===== src/rtl/clk_div_bank.sv =====
// rtl/clk_div_bank.sv - multi-channel programmable clock divider with glitch-free reconfiguration
// Optional CLKDIV_PHASE_EN: cfg_phase sets the start count after enable and is range-checked.
module clk_div_bank #(
  parameter int NUM_CH       = 4,
  parameter int DIV_W        = 8,
  parameter int DEFAULT_DIV  = 6,
  parameter int LOCK_PERIODS = 2,
  localparam int CHW         = (NUM_CH > 1) ? $clog2(NUM_CH) : 1
) (
  input  logic              clkin,
  input  logic              rst_n,
  input  logic [NUM_CH-1:0] enable,
  input  logic              cfg_valid,
  output logic              cfg_ready,
  input  logic [CHW-1:0]    cfg_ch,
  input  logic [DIV_W-1:0]  cfg_div,
  input  logic [DIV_W-1:0]  cfg_high,
  input  logic [DIV_W-1:0]  cfg_phase,
  output logic              cfg_err,
  output logic [NUM_CH-1:0] clkout,
  output logic [NUM_CH-1:0] pulse,
  output logic [NUM_CH-1:0] lock
);

  localparam logic [DIV_W-1:0] ONE      = DIV_W'(1);
  localparam logic [DIV_W-1:0] TWO      = DIV_W'(2);
  localparam logic [DIV_W-1:0] DEF_DIV  = DIV_W'(DEFAULT_DIV);
  localparam logic [DIV_W-1:0] DEF_HIGH = DIV_W'(DEFAULT_DIV / 2);
  localparam logic [3:0]       LOCK_N   = 4'(LOCK_PERIODS);

  logic [NUM_CH-1:0]     pending;
  logic [(1<<CHW)-1:0]   pend_ext;
  logic                  xfer;
  logic                  bad;
  logic                  xfer_ok;
  logic                  err_r;

  // Unused channel codes read as ready so a stray request never stalls the master.
  always_comb begin
    pend_ext = '0;
    pend_ext[NUM_CH-1:0] = pending;
  end

  assign cfg_ready = ~pend_ext[cfg_ch];
  assign xfer      = cfg_valid && cfg_ready;
  assign xfer_ok   = xfer && !bad;
  assign cfg_err   = err_r;

`ifdef CLKDIV_PHASE_EN
  always_comb begin
    bad = (cfg_div < TWO) || (cfg_high > cfg_div) || (cfg_phase >= cfg_div);
  end
`else
  logic unused_phase;
  assign unused_phase = ^cfg_phase;

  always_comb begin
    bad = (cfg_div < TWO) || (cfg_high > cfg_div);
  end
`endif

  always_ff @(posedge clkin or negedge rst_n) begin
    if (!rst_n) begin
      err_r <= 1'b0;
    end else begin
      err_r <= xfer && bad;
    end
  end

  for (genvar g = 0; g < NUM_CH; g++) begin : g_ch
    logic [DIV_W-1:0] cnt;
    logic [DIV_W-1:0] act_div;
    logic [DIV_W-1:0] act_high;
    logic [DIV_W-1:0] sh_div;
    logic [DIV_W-1:0] sh_high;
    logic [DIV_W-1:0] new_high;
    logic [DIV_W-1:0] start_cnt;
    logic [DIV_W-1:0] next_cnt;
    logic [3:0]       lcnt;
    logic             run;
    logic             pend;
    logic             clk_r;
    logic             pulse_r;
    logic             lock_r;
    logic             sel;
    logic             term;
    logic             apply;

    assign sel      = xfer_ok && (cfg_ch == CHW'(g));
    assign term     = (cnt == act_div - ONE);
    // Shadow takes effect only at a period boundary, or at once when the channel is (going) off.
    assign apply    = pend && (!run || !enable[g] || term);
    assign new_high = apply ? sh_high : act_high;
    assign next_cnt = term ? '0 : cnt + ONE;

`ifdef CLKDIV_PHASE_EN
    logic [DIV_W-1:0] act_phase;
    logic [DIV_W-1:0] sh_phase;

    assign start_cnt = apply ? sh_phase : act_phase;

    always_ff @(posedge clkin or negedge rst_n) begin
      if (!rst_n) begin
        act_phase <= '0;
        sh_phase  <= '0;
      end else if (sel) begin
        sh_phase  <= cfg_phase;
      end else if (apply) begin
        act_phase <= sh_phase;
      end
    end
`else
    assign start_cnt = '0;
`endif

    always_ff @(posedge clkin or negedge rst_n) begin
      if (!rst_n) begin
        cnt     <= '0;
        run     <= 1'b0;
        clk_r   <= 1'b0;
        pulse_r <= 1'b0;
      end else if (!enable[g]) begin
        cnt     <= '0;
        run     <= 1'b0;
        clk_r   <= 1'b0;
        pulse_r <= 1'b0;
      end else if (!run) begin
        cnt     <= start_cnt;
        run     <= 1'b1;
        clk_r   <= (start_cnt < new_high);
        pulse_r <= (start_cnt == '0);
      end else begin
        cnt     <= next_cnt;
        clk_r   <= (next_cnt < new_high);
        pulse_r <= (next_cnt == '0);
      end
    end

    always_ff @(posedge clkin or negedge rst_n) begin
      if (!rst_n) begin
        pend     <= 1'b0;
        act_div  <= DEF_DIV;
        act_high <= DEF_HIGH;
        sh_div   <= DEF_DIV;
        sh_high  <= DEF_HIGH;
      end else if (sel) begin
        pend     <= 1'b1;
        sh_div   <= cfg_div;
        sh_high  <= cfg_high;
      end else if (apply) begin
        pend     <= 1'b0;
        act_div  <= sh_div;
        act_high <= sh_high;
      end
    end

    // Pulses are not counted while a shadow waits: the old waveform is about to be replaced.
    always_ff @(posedge clkin or negedge rst_n) begin
      if (!rst_n) begin
        lcnt   <= '0;
        lock_r <= 1'b0;
      end else if (!enable[g] || !run || sel || apply) begin
        lcnt   <= '0;
        lock_r <= 1'b0;
      end else if (!pend && pulse_r && (lcnt != LOCK_N)) begin
        lcnt   <= lcnt + 4'd1;
        lock_r <= ((lcnt + 4'd1) == LOCK_N);
      end
    end

    assign clkout[g]  = clk_r;
    assign pulse[g]   = pulse_r;
    assign lock[g]    = lock_r;
    assign pending[g] = pend;
  end

endmodule


===== config.mk =====
export PLATFORM = sky130hd
export DESIGN_NAME = clk_div_bank
export DESIGN_NICKNAME = d
export VERILOG_FILES = /design/src/rtl/clk_div_bank.sv
export SDC_FILE = /design/constraint.sdc
export NUM_CORES = 1
export LEC_CHECK = 0
export CAP_MARGIN = 30
export CORE_ASPECT_RATIO = 1.5
export CORE_MARGIN = 1.5
export CORE_UTILIZATION = 51
export DETAILED_ROUTE_END_ITERATION = 8
export GPL_TIMING_DRIVEN = 0
export HOLD_SLACK_MARGIN = 0.06
export PLACE_DENSITY = 0.74
export SLEW_MARGIN = 30
export SYNTH_ARGS = -nofsm -noshare
export SYNTH_HDL_FRONTEND = slang
export SYNTH_SLANG_ARGS = --single-unit

===== constraint.sdc =====
create_clock -name clkin -period 8.2 [get_ports clkin]
set_clock_uncertainty 0.15 [all_clocks]
set_input_delay 0.82 -clock clkin [delete_from_list [all_inputs] [get_ports clkin]]
set_output_delay 0.82 -clock clkin [all_outputs]
set_load 0.05 [all_outputs]

# [After elaboration in Yosys (flattened, before gate mapping)]
# Cells that the tools add are included.
[word_totals] latch_bits=0 n_memories=0 rom_bits=0 output_inout_bits=14 elab_cells=216 in_bits=33 register_bits=197 mem_bits_rw=0
[op_classes] n_eq_ne=15 n_addsub=12 reduce_logical=66 n_div=0 mul=0 bitwise_logic=5 n_mux=62 n_shift=0 n_lt_le_gt_ge=11
[op_table] cell="8-bit 2-to-1 mux" count=16
[op_table] cell="1-bit 2-to-1 mux" count=37
[op_table] cell="8-bit by 1-bit adder with 8-bit output (second input constant)" count=4
[op_table] cell="8-bit equality test" count=4
[op_table] cell="8-bit zero test" count=4
[op_table] cell="1-bit by 8-bit less-than comparator with 1-bit output (first input constant)" count=4
[op_table] cell="8-bit less-than comparator" count=4
[op_table] cell="4-bit 2-to-1 mux" count=8
[op_table] cell="8-bit by 1-bit subtractor with 8-bit output (second input constant)" count=4
[op_table] cell="1-bit logical AND" count=19
[op_table] cell="1-bit logical OR" count=17
[op_table] cell="4-bit by 1-bit adder with 4-bit output (second input constant)" count=4
[op_table] cell="4-bit by 2-bit equality test with 1-bit output (second input constant)" count=4
[op_table] cell="4-bit by 2-bit != test with 1-bit output (second input constant)" count=4
[op_table] cell="2-bit nonzero test" count=8
[op_table] cell="1-bit zero test" count=13
[op_table] cell="8-bit greater-than comparator" count=1
[op_table] cell="8-bit by 2-bit less-than comparator with 1-bit output (second input constant)" count=1
[op_table] cell="2-bit AND reduction" count=4
[op_table] cell="1-bit inverter" count=5
[op_table] cell="2-bit equality test (second input constant)" count=2
[op_table] cell="2-bit by 3-bit less-than comparator with 1-bit output (second input constant)" count=1
[op_table] cell="1-bit binary-select mux with 2-bit select" count=1
[op_table] cell="2-bit by 1-bit equality test with 1-bit output (second input constant)" count=1
[op_table] cell="2-bit zero test" count=1

# [Logic depth before layout (Yosys ltp)]
# Gate-level depths: netlist of the first run.
[depth] depth_word=9 mapped_depth=19 mapped_depth_nobuf=17

# [Worst setup path before layout of the first run]
# OpenSTA, ideal clock, no wires.
[synth_timing] kind="register to register" from="register g_ch[1].act_div[0]" to="register g_ch[1].clk_r" period_less_slack_ns=3.732 path_buffers=0 path_slack_ns=4.468 setup_ns=0.094 t_arrival_ns=3.488 required_time_ns=7.956 stages_incl_launch_ff=16 path_cell_list="dfrtp_1 > or4_1 > or4b_1 > nand3_1 > a31oi_1 > nor4_4 > o21ai_4 > mux2_2 > inv_1 > ha_1 > a21o_1 > a21oi_1 > nor2b_1 > o21ai_0 > o2111ai_1 > a211oi_1"
[synth_via] elab_chain_len=8 word_cells_on_any_way=10 classes_between="add/sub: 1; order compare: 2; eq/ne: 1; mux: 4; reduce/logical: 2"
[synth_rtl] element="start: declaration" line="72" text="logic [DIV_W-1:0] act_div;"
[synth_rtl] element="start signal: assignment" line="152" text="act_div <= sh_div;"
[synth_rtl] element="8-bit by 1-bit subtractor with 8-bit output *" line="90" text="assign term = (cnt == act_div - ONE);"
[synth_rtl] element="8-bit equality test *" line="90"
[synth_rtl] element="1-bit logical OR" line="92" text="assign apply = pend && (!run || !enable[g] || term);"
[synth_rtl] element="1-bit logical AND" line="92"
[synth_rtl] element="8-bit 2-to-1 mux"
[synth_rtl] element="1-bit by 8-bit less-than comparator with 1-bit output or 8-bit less-than comparator (tied branches)" line="130, 134"
[synth_rtl] element="1-bit 2-to-1 mux *" line="127" text="end else if (!run) begin"
[synth_rtl] element="1-bit 2-to-1 mux *" line="122" text="end else if (!enable[g]) begin"
[synth_rtl] element="end signal: assignment" line="130" text="clk_r <= (start_cnt < new_high);"
[synth_rtl] element="end signal: assignment" line="134" text="clk_r <= (next_cnt < new_high);"
[synth_rtl] element="end: declaration" line="82" text="logic clk_r;"
# Every way passes the cells marked *; elsewhere a longest branch is shown, timed or not.
# A chain may end at the register's enable or synchronous reset.

# [Worst setup path in the final report of the first run]
[layout_timing] from="register g_ch[3].act_div[0]" to="register g_ch[3].clk_r"
[layout_via] elab_chain_len=8 word_cells_on_any_way=10 classes_between="add/sub: 1; order compare: 2; eq/ne: 1; mux: 4; reduce/logical: 2"
[layout_rtl] element="start: declaration" line="72"
[layout_rtl] element="start signal: assignment" line="152"
[layout_rtl] element="8-bit by 1-bit subtractor with 8-bit output *" line="90"
[layout_rtl] element="8-bit equality test *" line="90"
[layout_rtl] element="1-bit logical OR" line="92"
[layout_rtl] element="1-bit logical AND" line="92"
[layout_rtl] element="8-bit 2-to-1 mux"
[layout_rtl] element="1-bit by 8-bit less-than comparator with 1-bit output or 8-bit less-than comparator (tied branches)" line="130, 134"
[layout_rtl] element="1-bit 2-to-1 mux *" line="127"
[layout_rtl] element="1-bit 2-to-1 mux *" line="122"
[layout_rtl] element="end signal: assignment" line="130"
[layout_rtl] element="end signal: assignment" line="134"
[layout_rtl] element="end: declaration" line="82"
# Marked as above.

==> impl_metrics.yaml, run 1 <==
outcome:
  status: "finished clean"
sta:
  fin_tns_setup_ns: 0
  worst_pin_slew_ns: 0.721
  rsz0062_at_grt: "false"
  worst_slack_ns: 3.58
  finalCritPeriodShare_pct: 56.3
  drv_slew: 0
  setup_viol: 0
  hold_violations: 0
  max_slew_margin_pct: 51.7
  max_freq_ghz: 0.217
  period_needed_ns: 4.62
layout:
  final_common_cell: "dfrtp_1"
  diodes: 0
  final_nets: 1153
  drive_gt1_share_pct: 18.6
  synthToLayoutAreaGrowth_pct: 12.7
  layout_common_cells: "dfrtp_1, mux2_2, nor2_1"
  fillers: 1715
clocking:
  cts_tree: "yes"
  cts_setup_buffers: 0
  path_clk_slew_ns: 0.07
  clkLatencyLatePin_ns: 0.45
  cts_root_buf: "clkbuf_16"
  clk_path_buf_depth: 2
  cts_resized: 0
  cts_inserted_buffers: 17
  clock_sinks: 197
  cts_max_level: 4
  cts_hold_buffers: 0
drt:
  drt-initial-drc-count: 241
  wl_um: 21500
  via_count: 7534
  post_drt_wl_per_cell_um: 16.1
  dr.pass1.iters: 6
  drc: 0
  viasPerCell: 5.62
  antenna_left: 0
logic_synthesis:
  syn_area_per_cell_um2: 10.6
  ys.flop_type: "dfrtp_1"
  netlist_area_mm2: 0.0106
  synth_warnings: 0
  yosysTopAreaCell: "dfrtp_1"
  synth_edf_count: 0
  ys_top_cells_by_area: "dfrtp_1, mux2_2, dfstp_2, ha_1, xnor2_1"
  yosysSeqAreaShare_pct: 46.8
  synthCells: 1005
  synthArstFlopShare_pct: 100
  synth_cell_type_count: 57
  synth_nets: 1094
  synth_top_area_share_pct: 38.9
  ys_ff_latch: 197
die:
  start_util_pct: 52.0
  fp.dieH_um: 180
  io_pins: 47
  core_area_mm2: 0.0204
  rows: 64
  die_area_mm2: 0.0217
  die_w_um: 121
grt:
  grt_usage_pct: 21.3
  grt_pass1_vias: 7768
  grt_max_degree: 76
  overflow: 0
  antenna_found_initial: 0
  grt_pass1_wl_um: 37200
pwr:
  leakage_nw: 5.34
  p_total_mw: 3.49
  peakVddDrop_uv: 168
  p_per_area_mw_per_mm2: 291
hold_path:
  min_path_type: "in2async"
job:
  drv_cap: 0
placement:
  post-place-ws_ns: 3.48
  dp.final_hpwl_um: 16200
  gp_routability_congestion: 0.831
  portBuffers: 38
setup_path:
  arrival_ns: 4.76
  path_class: "reg2reg"
  crit_path_end_kind: "register"
  startpoint_type: "register"
  cp_max_fo: 10
  worstPathRequired_ns: 8.34
==> synthesized netlist by cell type, drive strengths merged (4+ instances only) <==
library cell and instances:
nor2b 11, xnor2 42, nor2 79, o22ai 5, nor3 35, dfstp 32
a21oi 27, or3 5, and3 18, buf 17, a31oi 9, a21o 8
nand2b 8, o21ai 41, clkbuf 26, o211ai 8, nor4 22, xor2 38
dfrtp 165, or4 4, nand4 12, nand2 57, nand3 43, inv 61
o2111ai 5, and2 7, a211oi 8, mux2 111, o21a 13, ha 56
==> path summary, 6_finish.rpt <==
kind / slack, ns / start / cells past startpoint / endpoint
min in group clkin: 0.33 / g_ch[2].sh_div[3] / 2 / g_ch[2].sh_div[3]
min: 0.17 / rst_n / 1 / g_ch[3].lcnt[0]
min reg2reg: 0.33 / g_ch[2].sh_div[3] / 2 / g_ch[2].sh_div[3]
max in group asynchronous: 6.65 / rst_n / 3 / g_ch[1].act_high[0]
max: 3.58 / g_ch[3].act_div[0] / 19 / g_ch[3].clk_r
max reg2reg: 3.58 / g_ch[3].act_div[0] / 19 / g_ch[3].clk_r
==> worst max-delay path: stages, from the launching register on <==
cell       delay [ns]
dfrtp_1          0.43
inv_1            0.09
ha_1             0.14
clkbuf_1         0.27
nand4b_1         0.15
o2111ai_1        0.12
o21ai_0          0.14
o311ai_0         0.44
and3_1           0.22
clkbuf_1         0.25
buf_2            0.34
mux2_2           0.39
inv_1            0.06
ha_1             0.24
a21o_1           0.17
a21oi_1          0.14
nor2b_1          0.06
o21ai_0          0.17
nand2_1          0.08
nor4_1           0.40
==> state kept, by name (all words and copies together), names as in the netlist, 16 cells and up <==
name and flops:
g_ch.act_div 32, g_ch.act_high 32, g_ch.cnt 32, g_ch.sh_div 32, g_ch.sh_high 32, g_ch.lcnt 16
==> layout make-up <==
cell class	instances	area, um2	area share [%]
plain buffers	43	218	1.82
clock buffers	17	425	3.55
clock inverters	15	140	1.17
inverters	61	229	1.91
multi-input cells	704	5220	43.6
flip-flops and latches	197	4970	41.5
well taps	264	330	2.76
repair buffers	40	440	3.68
==> cell families after synthesis <==
| family | after synthesis | synth area share [%] |
|---|---|---|
| simple gates | 317 | 15.1 |
| flops | 197 | 46.8 |
| compound gates | 138 | 8.34 |
| mux | 113 | 12.4 |
| buf+inv | 104 | 4.20 |
| xor+xnor | 80 | 6.60 |
| fa+ha+maj | 56 | 6.60 |
==> routing by layer <==
metal	vias to the layer above	wire length (um)	global-route usage (%)
li1	3642	-	-
met1	3739	8690	25.2
met2	114	11600	38.3
met3	39	678	3.59
met4	0	608	8.28
met5	-	0	0
==> power breakdown <==
part,switching [mW],internal (mW)
sequential,0.238,1.30
clock,0.405,0.401
combinational,0.573,0.566
total,1.22,2.27
==> through the flow <==
stage / cell area, um2 / utilization, % / hold slack [ns] / cells
after CTS: 12000 / 58.6 / 0.193 / 1341
after global routing: 12000 / 58.6 / 0.212 / 1341
after floorplan: 10600 / - / 0.294 / 1005
final: 12000 / 58.6 / 0.173 / 1341
after global placement: 11300 / 55.5 / 0.309 / 1307
after detailed placement: 11400 / 55.8 / 0.322 / 1309
(Power assumes the default switching activity.)
==> run 2: changes to the inputs <==
==> constraint.sdc (replaced) <==
create_clock -name clkin -period 4.6 [get_ports clkin]
set_clock_uncertainty 0.15 [all_clocks]
set_input_delay 0.46 -clock clkin [delete_from_list [all_inputs] [get_ports clkin]]
set_output_delay 0.46 -clock clkin [all_outputs]
set_load 0.05 [all_outputs]
==> impl_metrics.yaml, run 2 (same netlist as run 1, synthesis figures left out) <==
outcome:
  status: "finished clean"
clocking:
  clock_sinks: 197
  clk_path_buf_depth: 2
  cts_max_level: 4
  cts_inserted_buffers: 17
  cts_root_buf: "clkbuf_16"
  clkLatencyLatePin_ns: 0.44
  path_clk_slew_ns: 0.08
  cts_tree: "yes"
sta:
  max_freq_ghz: 0.229
  period_needed_ns: 4.37
  rsz0062_at_grt: "false"
  finalCritPeriodShare_pct: 95.1
  fin_tns_setup_ns: 0
  setup_viol: 0
  hold_violations: 0
  max_slew_margin_pct: 51.3
  drv_slew: 0
  worst_pin_slew_ns: 0.728
hold_path:
  min_path_type: "reg2reg"
  hold-path-cell-count: 2
  worstHoldStart: "g_ch[2].sh_div[2]"
  whs_endpoint: "g_ch[2].sh_div[2]"
die:
  fp.dieH_um: 180
  die_area_mm2: 0.0217
  io_pins: 47
  rows: 64
  core_area_mm2: 0.0204
  start_util_pct: 52.0
  die_w_um: 121
layout:
  diodes: 0
  final_nets: 1155
  layout_common_cells: "dfrtp_1, mux2_2, nor2_1"
  final_common_cell: "dfrtp_1"
  design_area_mm2: 0.0120
  synthToLayoutAreaGrowth_pct: 13.0
  fillers: 1708
  fin_util_pct: 58.8
  drive_gt1_share_pct: 19.0
drt:
  wl_um: 21500
  dr.pass1.iters: 4
  antenna_left: 0
  drt-initial-drc-count: 255
  via_count: 7510
  post_drt_wl_per_cell_um: 16.0
  viasPerCell: 5.59
  drc: 0
setup_path:
  cpMaxStageDelayCell: "dfstp_2"
  crit_path_end_kind: "register"
  worstPathRequired_ns: 4.74
  slowest_delay_ns: 0.52
  worstRegToRegCells: 17
  startpoint_type: "register"
  reg2reg_to: "g_ch[3].clk_r"
  path_class: "reg2reg"
  rr_startpoint: "g_ch[3].act_div[2]"
  cp_max_fo: 10
  cp_cell_sequence: "clkbuf_1 > xor2_1 > o2111ai_1 > o21ai_0 > o311ai_1 > and3_1 > clkbuf_1 > buf_4 > mux2_2 > inv_1 > ha_1 > a21o_1 > a21oi_1 > nor2b_1 > o21ai_0 > nand2_1 > nor4_1"
  rrSetupSlack_ns: 0.23
  arrival_ns: 4.51
grt:
  grt_usage_pct: 21.3
  overflow: 0
  grt_max_degree: 76
  grt_pass1_wl_um: 37200
  grt_pass1_vias: 7768
  antenna_found_initial: 0
placement:
  dp.final_hpwl_um: 16200
  gp_routability_congestion: 0.831
  portBuffers: 38
  placed_area_mm2: 0.0114
pwr:
  p_per_area_mw_per_mm2: 518
  peakVddDrop_uv: 299
  leakage_nw: 5.35
job:
  drv_cap: 0
## run 2: cell type report
class                           count  area (um2)  area share (%)
Tap cell                          264         330            2.75
Inverter                           61         229            1.91
Clock buffer                       17         425            3.54
Sequential cell                   197        4970            41.4
Multi-Input combinational cell    704        5230            43.6
Timing Repair Buffer               43         465            3.88
Buffer                             42         216            1.80
Clock inverter                     15         140            1.17
## run 2: worst max-delay path, delay by kind of cell, from the launching register on
kind,cells,cell delay [ns]
buffers and inverters,4,0.86
and+or+nand+nor,4,0.75
adders and majority gates,1,0.24
xor gates and xnor gates,1,0.12
DFF,1,0.52
muxes,1,0.37
AOI/OAI and AO/OA,6,1.21
## run 2: worst max path at each step
stage                            to  slack [ns]          startpoint  cells past startpoint
CTS                   g_ch[3].clk_r        0.07  g_ch[3].act_div[0]                     19
finish                g_ch[3].clk_r        0.23  g_ch[3].act_div[2]                     17
global route          g_ch[3].clk_r        0.01  g_ch[3].act_div[2]                     17
floorplan             g_ch[1].clk_r        0.87  g_ch[1].act_div[0]                     15
detailed placement    g_ch[3].clk_r       0.009  g_ch[3].act_div[0]                     19
global placement    g_ch[1].lcnt[0]       -5.03               rst_n                      1
## run 2: metrics by stage
step / hold slack (ns) / power [mW] / std cells / setup WS, ns
floorplan: 0.0144 / 4.26 / 1005 / 0.868
global placement: 0.309 / 4.70 / 1307 / -5.03
detailed placement: 0.301 / 4.80 / 1309 / 0.00904
CTS: 0.336 / 6.25 / 1342 / 0.0681
global route: 0.364 / 6.67 / 1343 / 0.00978
finish: 0.334 / 6.23 / 1343 / 0.227
## run 2: per-layer routing
layer  vias up  part of all wire, %  GRT usage (%)
li1       3649                    -              -
met1      3722                   41           25.1
met2       101                   54           38.3
met3        38                  2.5           3.59
met4         0                  2.8           8.28
met5         -                    0              0
## run 2: what timing repair did
action                     CTS  global route
setup buffers                0             2
hold endpoints to repair    61             0
pin swaps                    0             1
setup endpoints to repair    1             3
hold buffers                 1             0
gates resized for setup      1             4
## run 2: where the power goes
part,internal [mW],total (mW),switching (mW)
logic,1.02,2.04,1.03
clock network,0.715,1.43,0.719
registers,2.32,2.75,0.428
total,4.05,6.23,2.17
==> run 3: changes to the inputs <==
--- a/config.mk
+++ b/config.mk
@@ -6,13 +6,15 @@
 export NUM_CORES = 1
 export LEC_CHECK = 0
 export CAP_MARGIN = 30
-export CORE_ASPECT_RATIO = 1.5
+export CELL_PAD_IN_SITES_DETAIL_PLACEMENT = 1
+export CELL_PAD_IN_SITES_GLOBAL_PLACEMENT = 1
+export CORE_ASPECT_RATIO = 0.8
 export CORE_MARGIN = 1.5
-export CORE_UTILIZATION = 51
+export CORE_UTILIZATION = 49
 export DETAILED_ROUTE_END_ITERATION = 8
 export GPL_TIMING_DRIVEN = 0
 export HOLD_SLACK_MARGIN = 0.06
-export PLACE_DENSITY = 0.74
+export PLACE_DENSITY = 0.85
 export SLEW_MARGIN = 30
 export SYNTH_ARGS = -nofsm -noshare
 export SYNTH_HDL_FRONTEND = slang
==> impl_metrics.yaml, run 3 (same netlist as run 1, synthesis figures left out) <==
sta:
  finalCritPeriodShare_pct: 97.9
  max_slew_margin_pct: 47.6
  worst_pin_slew_ns: 0.782
  period_needed_ns: 4.50
  hold_violations: 0
  worst_slack_ns: 0.0966
  max_freq_ghz: 0.222
  fin_tns_setup_ns: 0
  setup_viol: 0
  drv_slew: 0
drt:
  via_count: 8004
  antenna_left: 0
  wl_um: 28200
  drt-initial-drc-count: 468
  post_drt_wl_per_cell_um: 20.8
  dr.pass1.iters: 7
  drc: 0
  viasPerCell: 5.91
layout:
  layout_common_cells: "dfrtp_1, mux2_2, nor2_1"
  synthToLayoutAreaGrowth_pct: 13.9
  design_area_mm2: 0.0121
  fillers: 2250
  final_nets: 1161
  fin_util_pct: 57.6
  final_common_cell: "dfrtp_1"
  diodes: 0
  drive_gt1_share_pct: 19.4
pwr:
  power_frac_comb_pct: 33.3
  swShare_pct: 35.6
  power_switching_mw: 2.33
  leakage_nw: 5.41
  seq_power_share_pct: 43.0
  peakVddDrop_uv: 261
  p_clk_share_pct: 23.7
  intPower_mw: 4.22
  p_per_area_mw_per_mm2: 542
  p_total_mw: 6.56
setup_path:
  arrival_ns: 4.66
  reg2reg_to: "g_ch[3].clk_r"
  worstRegToRegCells: 18
  rrSetupSlack_ns: 0.1
  path_depth: 18
  crit_path_end_kind: "register"
  crit_family: "compound AO/OA/AOI/OAI gates"
  path_class: "reg2reg"
  worstSetupStartpoint: "g_ch[3].act_div[1]"
  worstPathRequired_ns: 4.75
  cp-endpoint: "g_ch[3].clk_r"
  slowest_delay_ns: 0.55
  rr_startpoint: "g_ch[3].act_div[1]"
  cp_cell_sequence: "inv_1 > ha_1 > clkbuf_2 > o2111ai_1 > o21ai_0 > o311ai_1 > and3_1 > clkbuf_1 > clkbuf_4 > mux2_2 > inv_1 > ha_1 > a21o_1 > a21oi_1 > nor2b_1 > o21ai_0 > nand2_1 > nor4_1"
  startpoint_type: "register"
  cpMaxStageDelayCell: "dfstp_2"
  cp.buffers_inverters: 5
  cp_max_fo: 10
grt:
  grt_pass1_wl_um: 45800
  grt_pass1_vias: 8589
  antenna_found_initial: 0
  grt_max_degree: 80
  grt_usage_pct: 26.1
  overflow: 0
die:
  die_area_mm2: 0.0226
  start_util_pct: 50.6
  rows: 47
  fp.dieH_um: 135
  die_w_um: 168
  core_area_mm2: 0.0210
  io_pins: 47
clocking:
  clock_sinks: 197
  cts_root_buf: "clkbuf_16"
  cts_inserted_buffers: 17
  clk_path_buf_depth: 2
  path_clk_slew_ns: 0.07
  cts_tree: "yes"
  clkLatencyLatePin_ns: 0.45
  cts_max_level: 4
placement:
  post-place-ws_ns: 0.170
  gp_routability_congestion: 0.826
  portBuffers: 38
  dp.final_hpwl_um: 19600
  placed_area_mm2: 0.0114
job:
  drv_cap: 0
hold_path:
  min_path_type: "reg2reg"
outcome:
  status: "finished clean"
[run 3: changes by cell type in the layout (fill, tap and decap cells not counted), sizes merged]
cell,before,now
bufinv,0,3
clkinvlp,5,3
buf,22,26
inv,68,63
clkbuf,42,47
clkinv,3,4
[run 3: power by group through the flow]
stage	combinational (mW)	sequential, mW	clock [mW]
2_1_floorplan	1.62	2.64	0
3_3_place_gp	1.96	2.76	0
3_5_place_dp	2.10	2.81	0
4_1_cts	2.16	2.80	1.58
5_1_grt	2.43	2.89	1.64
6_report	2.19	2.82	1.55
[run 3: cell type report]
class                           count  area, um2  share of cell area (%)
Buffer                             43        223                    1.84
Clock buffer                       20        447                    3.69
Clock inverter                     12        154                    1.27
Inverter                           61        229                    1.89
Multi-Input combinational cell    704       5240                    43.3
Sequential cell                   197       4970                    41.1
Tap cell                          269        337                    2.78
Timing Repair Buffer               48        503                    4.16
[run 3: per-layer routing]
layer	vias up	share of wire, %	GRT usage, %
met4	0	2.6	8.31
met3	61	2.8	4.04
li1	3679	-	-
met1	4111	46	34.7
met2	153	49	44.1
met5	-	0	0
[run 3: tightest hold or removal path: cells and delay by family (launching register included)]
kind / cells / cell delay [ns]
flip-flops: 1 / 0.37
AO/OA/AOI/OAI: 1 / 0.07
AND/OR/NAND/NOR: 1 / 0.05
[run 3: worst min path at each step]
| stage | slack [ns] | to | start | cells past startpoint |
|---|---|---|---|---|
| floorplan | 0.01 | cfg_err | rst_n | 0 |
| finish | 0.35 | g_ch[3].act_div[1] | g_ch[3].sh_div[1] | 2 |
| global placement | 0.31 | g_ch[1].sh_div[7] | g_ch[1].sh_div[7] | 2 |
| detailed placement | 0.26 | g_ch[1].lock_r | rst_n | 1 |
| CTS | 0.36 | g_ch[2].sh_div[3] | g_ch[2].sh_div[3] | 2 |
| global route | 0.37 | g_ch[0].act_div[5] | g_ch[0].sh_div[5] | 1 |
[run 3: metrics by stage]
step | hold WS [ns] | cells
6_report | 0.351 | 1354
5_1_grt | 0.369 | 1354
4_1_cts | 0.356 | 1347
3_5_place_dp | 0.261 | 1314
3_3_place_gp | 0.315 | 1312
2_1_floorplan | 0.0144 | 1005
[run 3: what timing repair did]
action,in CTS,in global routing
setup buffers,0,7
setup endpoints to repair,1,4
gates resized for setup,1,8
endpoints found under the hold margin,47,0
cloned,0,0
hold buffers,1,0
pin swaps,0,2
